File: src/rtl/pcpu_pkg.sv
// Shared encodings and the decoded control bundle passed from the ID stage to the EX stage
// of the pipelined RV32I core.
package pcpu_pkg;

    typedef enum logic [1:0] {
        WD_ALU = 2'b00,
        WD_MEM = 2'b01,
        WD_PC  = 2'b10
    } wd_sel_e;

    typedef enum logic [2:0] {
        NPC_PLUS4  = 3'b000,
        NPC_BRANCH = 3'b001,
        NPC_JUMP   = 3'b010,
        NPC_JALR   = 3'b100
    } npc_op_e;

    typedef enum logic [4:0] {
        ALU_NOP  = 5'd0,
        ALU_ADD  = 5'd1,
        ALU_SUB  = 5'd2,
        ALU_SLL  = 5'd3,
        ALU_SLT  = 5'd4,
        ALU_SLTU = 5'd5,
        ALU_XOR  = 5'd6,
        ALU_SRL  = 5'd7,
        ALU_SRA  = 5'd8,
        ALU_OR   = 5'd9,
        ALU_AND  = 5'd10,
        ALU_LUI  = 5'd11,
        ALU_BEQ  = 5'd12,
        ALU_BNE  = 5'd13,
        ALU_BLT  = 5'd14,
        ALU_BGE  = 5'd15,
        ALU_BLTU = 5'd16,
        ALU_BGEU = 5'd17
    } alu_op_e;

    typedef enum logic [2:0] {
        DM_W  = 3'b000,
        DM_H  = 3'b001,
        DM_HU = 3'b010,
        DM_B  = 3'b011,
        DM_BU = 3'b100
    } dm_type_e;

    typedef struct packed {
        logic       reg_write;
        logic       mem_write;
        logic       mem_read;
        logic       alu_src;
        logic [4:0] alu_op;
        logic [2:0] npc_op;
        logic [1:0] wd_sel;
        logic [2:0] dm_type;
    } ctrl_t;

    // A bubble has no side effects and falls through to PC+4.
    function automatic ctrl_t bubble_ctrl();
        ctrl_t c;
        c        = '0;
        c.npc_op = NPC_PLUS4;
        return c;
    endfunction

endpackage

File: src/rtl/load_use_detect.sv
// Combinational load-use hazard compare between the load sitting in EX and the
// instruction presented by ID.
import pcpu_pkg::*;

module load_use_detect (
    input  logic       ex_valid,
    input  logic       ex_mem_read,
    input  logic [1:0] ex_wd_sel,
    input  logic [4:0] ex_rd,
    input  logic       id_valid,
    input  logic [4:0] id_rs1,
    input  logic [4:0] id_rs2,
    input  logic       id_rs1_used,
    input  logic       id_rs2_used,
    output logic       load_use
);

    logic ex_ld;
    logic rs1_hit;
    logic rs2_hit;

    // jalr also raises mem_read in the decoder; only a real load writes back from memory.
    assign ex_ld   = ex_valid & ex_mem_read & (ex_wd_sel == WD_MEM);
    assign rs1_hit = id_rs1_used & (id_rs1 == ex_rd);
    assign rs2_hit = id_rs2_used & (id_rs2 == ex_rd);

    assign load_use = ex_ld & id_valid & (ex_rd != 5'd0) & (rs1_hit | rs2_hit);

endmodule

File: src/rtl/id_ex_stage.sv
// ID/EX pipeline register with load-use bubble insertion, redirect flush, upstream
// stall/flush requests and saturating performance counters.
import pcpu_pkg::*;

module id_ex_stage #(
    parameter int XLEN  = 32,
    parameter int CNT_W = 16
) (
    input  logic            clk,
    input  logic            rstn,
    input  logic            id_valid,
    input  logic [XLEN-1:0] id_pc,
    input  logic [4:0]      id_rs1,
    input  logic [4:0]      id_rs2,
    input  logic [4:0]      id_rd,
    input  logic            id_rs1_used,
    input  logic            id_rs2_used,
    input  logic [XLEN-1:0] id_rd1,
    input  logic [XLEN-1:0] id_rd2,
    input  logic [XLEN-1:0] id_imm,
    input  logic            id_reg_write,
    input  logic            id_mem_write,
    input  logic            id_mem_read,
    input  logic            id_alu_src,
    input  logic [4:0]      id_alu_op,
    input  logic [2:0]      id_npc_op,
    input  logic [1:0]      id_wd_sel,
    input  logic [2:0]      id_dm_type,
    input  logic            ex_redirect,
    input  logic            ex_hold,
    output logic            ex_valid,
    output logic [XLEN-1:0] ex_pc,
    output logic [4:0]      ex_rs1,
    output logic [4:0]      ex_rs2,
    output logic [4:0]      ex_rd,
    output logic [XLEN-1:0] ex_rd1,
    output logic [XLEN-1:0] ex_rd2,
    output logic [XLEN-1:0] ex_imm,
    output logic            ex_reg_write,
    output logic            ex_mem_write,
    output logic            ex_mem_read,
    output logic            ex_alu_src,
    output logic [4:0]      ex_alu_op,
    output logic [2:0]      ex_npc_op,
    output logic [1:0]      ex_wd_sel,
    output logic [2:0]      ex_dm_type,
    output logic            stall_o,
    output logic            flush_ifid_o,
    output logic [CNT_W-1:0] stall_cnt,
    output logic [CNT_W-1:0] flush_cnt
);

    ctrl_t id_ctrl;
    ctrl_t ex_ctrl;
    logic  load_use;
    logic  do_bubble;
    logic  stall_evt;
    logic  flush_evt;

    assign id_ctrl = '{
        reg_write: id_reg_write,
        mem_write: id_mem_write,
        mem_read:  id_mem_read,
        alu_src:   id_alu_src,
        alu_op:    id_alu_op,
        npc_op:    id_npc_op,
        wd_sel:    id_wd_sel,
        dm_type:   id_dm_type
    };

    load_use_detect u_load_use_detect (
        .ex_valid    (ex_valid),
        .ex_mem_read (ex_ctrl.mem_read),
        .ex_wd_sel   (ex_ctrl.wd_sel),
        .ex_rd       (ex_rd),
        .id_valid    (id_valid),
        .id_rs1      (id_rs1),
        .id_rs2      (id_rs2),
        .id_rs1_used (id_rs1_used),
        .id_rs2_used (id_rs2_used),
        .load_use    (load_use)
    );

    // Upstream contract: while stall_o is high, PC and IF/ID hold and re-present the same
    // instruction next cycle; flush_ifid_o clears IF/ID. ex_hold freezes EX outright, and a
    // redirect must stay asserted across a hold so it is acted on exactly once when released.
    assign flush_ifid_o = ex_redirect & ~ex_hold;
    assign stall_o      = ex_hold | (load_use & ~ex_redirect);

    assign do_bubble = ex_redirect | load_use;
    assign stall_evt = load_use & ~ex_redirect & ~ex_hold;
    assign flush_evt = ex_redirect & ~ex_hold;

    always_ff @(posedge clk or negedge rstn) begin
        if (!rstn) begin
            ex_valid <= 1'b0;
            ex_pc    <= '0;
            ex_rs1   <= '0;
            ex_rs2   <= '0;
            ex_rd    <= '0;
            ex_rd1   <= '0;
            ex_rd2   <= '0;
            ex_imm   <= '0;
            ex_ctrl  <= '0;
        end else if (!ex_hold) begin
            if (do_bubble) begin
                ex_valid <= 1'b0;
                ex_pc    <= '0;
                ex_rs1   <= '0;
                ex_rs2   <= '0;
                ex_rd    <= '0;
                ex_rd1   <= '0;
                ex_rd2   <= '0;
                ex_imm   <= '0;
                ex_ctrl  <= bubble_ctrl();
            end else begin
                // Loaded even when id_valid is low; EX gates side effects on ex_valid.
                ex_valid <= id_valid;
                ex_pc    <= id_pc;
                ex_rs1   <= id_rs1;
                ex_rs2   <= id_rs2;
                ex_rd    <= id_rd;
                ex_rd1   <= id_rd1;
                ex_rd2   <= id_rd2;
                ex_imm   <= id_imm;
                ex_ctrl  <= id_ctrl;
            end
        end
    end

    always_ff @(posedge clk or negedge rstn) begin
        if (!rstn) begin
            stall_cnt <= '0;
            flush_cnt <= '0;
        end else begin
            if (stall_evt && (stall_cnt != '1)) stall_cnt <= stall_cnt + CNT_W'(1);
            if (flush_evt && (flush_cnt != '1)) flush_cnt <= flush_cnt + CNT_W'(1);
        end
    end

    assign ex_reg_write = ex_ctrl.reg_write;
    assign ex_mem_write = ex_ctrl.mem_write;
    assign ex_mem_read  = ex_ctrl.mem_read;
    assign ex_alu_src   = ex_ctrl.alu_src;
    assign ex_alu_op    = ex_ctrl.alu_op;
    assign ex_npc_op    = ex_ctrl.npc_op;
    assign ex_wd_sel    = ex_ctrl.wd_sel;
    assign ex_dm_type   = ex_ctrl.dm_type;

endmodule

File: config.mk
export PLATFORM = sky130hd
export DESIGN_NAME = id_ex_stage
export DESIGN_NICKNAME = d
export VERILOG_FILES = /design/src/rtl/pcpu_pkg.sv /design/src/rtl/load_use_detect.sv /design/src/rtl/id_ex_stage.sv
export SDC_FILE = /design/constraint.sdc
export NUM_CORES = 1
export LEC_CHECK = 0
export ABC_AREA = 1
export CAP_MARGIN = 30
export CORE_ASPECT_RATIO = 0.75
export CORE_UTILIZATION = 43
export DETAILED_ROUTE_END_ITERATION = 16
export GPL_TIMING_DRIVEN = 0
export PLACE_DENSITY = 0.78
export SYNTH_ARGS = -nofsm -noshare
export SYNTH_HDL_FRONTEND = slang
export SYNTH_SLANG_ARGS = --single-unit
export TNS_END_PERCENT = 50
File: constraint.sdc
create_clock -name clk -period 2.6 [get_ports clk]
set_input_delay 0.78 -clock clk [delete_from_list [all_inputs] [get_ports clk]]
set_output_delay 0.78 -clock clk [all_outputs]
set_load 0.1 [all_outputs]
==> impl_metrics.toml <==
[route]
ant_nets = 0
via_per_inst = 4.92
drc = 0
wl_per_cell_um = 17.3
drt-pass1-iter-count = 5
wirelength_um = 28400
via_count = 8083
drt_iter0_markers = 564

[cts]
clk_latency_ps = 430
cts_root_buffer = "clkbuf_16"
tritoncts = "yes"
cts_buffer_depth = 2
cts_sinks = 193
clk_pin_slew_ps = 70
htree_num_levels = 4
numCtsBuffers = 17

[run_status]
status = "completed"

[global_route]
grt_overflow = 0
grt_first_pass_wirelength_um = 44400
grt_antenna_before_repair = 1
grt_usage = 0.277
grt_max_degree = 101
first_global_vias = 8098

[synth]
postSynthNetCount = 1154
synth_seq_area_share = 0.552
yosys_warnings = 0
synthCells = 985
synth-seq-cells = 193
synthDistinctLibCells = 29
synth_area_um2 = 8750
syn_area_per_cell_um2 = 8.88

[sta]
final-hold-violation-count = 0
drv_slew = 0
fmax_ghz = 0.390
max_slew.worst_pin.slew_ps = 1040
setup_violations = 0
slew_headroom = 0.306
hold-worst-slack_ps = 350
fin_crit_sh = 0.985
tns_ps = 0
finalClockSkew_ps = 12.4
period_needed_ps = 2560

[floorplanning]
chipWidth_um = 167
die_h_um = 126
initial_utilization = 0.445
rows = 44
die-area_um2 = 20900
ios = 362
core_um2 = 19700

[place]
place_inst = 1606
dp_hpwl_um = 21300
routabilityCongestion = 0.883
portBuffers = 360
placed_area_um2 = 12900

[critical_path]
endpoint_kind = "output pin"
cp-start-kind = "primary input"
crit_type = "primary input to output pin"
slowest_delay_ps = 220
critPathArrivalTime_ps = 1780
cpMostUsedCell = "nand2_1"
path_max_fanout = 3
cp_slowest_cell = "clkdlybuf4s15_1"
cp_cell_sequence = "clkdlybuf4s15_1, inv_1, nand2_1, nand2_1, nor2_1, nand3_1, nand2_2, nand3_4, nand2_4, buf_12"
required_ps = 1820

[layout]
final_cell_count_no_fill = 1644
layout-drive-gt1-share = 0.131
mostFrequentLayoutCell = "nand2_1"
syn_to_final_growth_pct = 52.3
layout.nets = 1546
stdcell_area_um2 = 13300
postLayoutCoreUtil = 0.678
final_cell_mix = "nand2_1 (397), dfrtp_1 (187), dlygate4sd2_1 (185)"

[pwr]
p_per_area_nw_per_um2 = 681
leakage_nw = 6.64
peakVddDrop_mv = 0.479

[run]
drv_cap = 0

[min_path]
hold_class = "primary input to async pin"
## registers in the layout, summed over array words and instances, names as in the netlist
signal        count
ex_alu_op         5
ex_alu_src        1
ex_dm_type        3
ex_imm           32
ex_mem_read       1
ex_mem_write      1
ex_npc_op         3
ex_pc            32
ex_rd             5
ex_rd1           32
ex_rd2           32
ex_reg_write      1
ex_rs1            5
ex_rs2            5
ex_valid          1
ex_wd_sel         2
flush_cnt        16
stall_cnt        16
## final timing paths
path,start,to,slack (ps),depth (start not counted)
max,id_rs1[1],stall_o,40,10
min,rstn,stall_cnt[9]$_DFFE_PN0P_,350,1
min reg2reg,ex_imm[13]$_DFFE_PN0N_,ex_imm[13]$_DFFE_PN0N_,480,2
max in group asynchronous,rstn,ex_rd2[25]$_DFFE_PN0N_,1310,2
max reg2reg,ex_rd[2]$_DFFE_PN0N_,ex_dm_type[0]$_DFFE_PN0N_,360,12
min in group clk,ex_imm[13]$_DFFE_PN0N_,ex_imm[13]$_DFFE_PN0N_,480,2
## synthesized netlist by cell type
cell type | n | share of area
nor2_1 | 28 | 0.012
nor2_2 | 1 | 0.00072
buf_8 | 9 | 0.015
nor3b_1 | 1 | 0.00086
buf_6 | 1 | 0.0013
inv_1 | 52 | 0.022
xor2_1 | 12 | 0.012
dfrtp_1 | 193 | 0.55
nand3_1 | 31 | 0.018
nand3_2 | 1 | 0.0011
o21ai_0 | 72 | 0.041
o21ai_2 | 84 | 0.084
nand4_1 | 6 | 0.0043
o21bai_1 | 16 | 0.014
ha_1 | 2 | 0.0029
buf_1 | 1 | 0.00043
inv_2 | 4 | 0.0017
clkbuf_1 | 39 | 0.017
buf_2 | 5 | 0.0029
buf_12 | 1 | 0.0023
o22ai_1 | 6 | 0.0043
nand4_4 | 1 | 0.0024
xnor2_1 | 6 | 0.0060
nand2_2 | 3 | 0.0021
nor4_1 | 1 | 0.00072
nand2_4 | 1 | 0.0013
nor3_1 | 9 | 0.0051
nand2_1 | 398 | 0.17
nor2_4 | 1 | 0.0013
## through the flow
stage / total power, mW / setup slack (ps)
5_1_grt: 9.39 / -0.262
3_3_place_gp: 6.61 / -8340
4_1_cts: 9.11 / -129
2_1_floorplan: 5.63 / -21.1
6_report: 9.07 / 38.1
3_5_place_dp: 6.69 / -1390
## cell families after synthesis
group                      Yosys count  synth area share
AOI/OAI and AO/OA                  178             0.143
xor gates and xnor gates            18            0.0180
adders and majority gates            2           0.00286
buffers and inverters              112            0.0631
DFF                                193             0.552
and+or+nand+nor                    482             0.221
## layout make-up
type	instances	area, um^2
clock inverters	12	114
flip-flops and latches	193	4840
fillers	1687	6330
clock buffers	20	467
plain buffers	55	342
multi-input cells	680	3400
well taps	253	317
inverters	56	214
repair buffers	374	3620
diodes	1	2.50
## timing repair
item	4_1_cts	5_1_grt
buffers inserted	2	4
gates resized for setup	218	31
pin swaps	8	7
hold buffers	0	0
endpoints found under the setup margin	188	5
## critical path: cells and delay by family
kind	cells	cell delay, ps
buffers and inverters	3	440
and+or+nand+nor	7	540
## power breakdown
part / total [mW] / internal, mW / switching [mW]
clock: 2.61 / 1.35 / 1.26
sequential: 3.39 / 3.23 / 0.160
combinational: 3.07 / 0.698 / 2.38
total: 9.07 / 5.28 / 3.80
## layer usage
metal / GRT usage / up-vias / routed length [um]
met2: 0.470 / 296 / 13900
met5: 0 / - / 0
met1: 0.336 / 3853 / 11500
li1: - / 3906 / -
met4: 0.0594 / 0 / 419
met3: 0.103 / 28 / 2650
No activity file was read; power rests on OpenSTA's default activity.
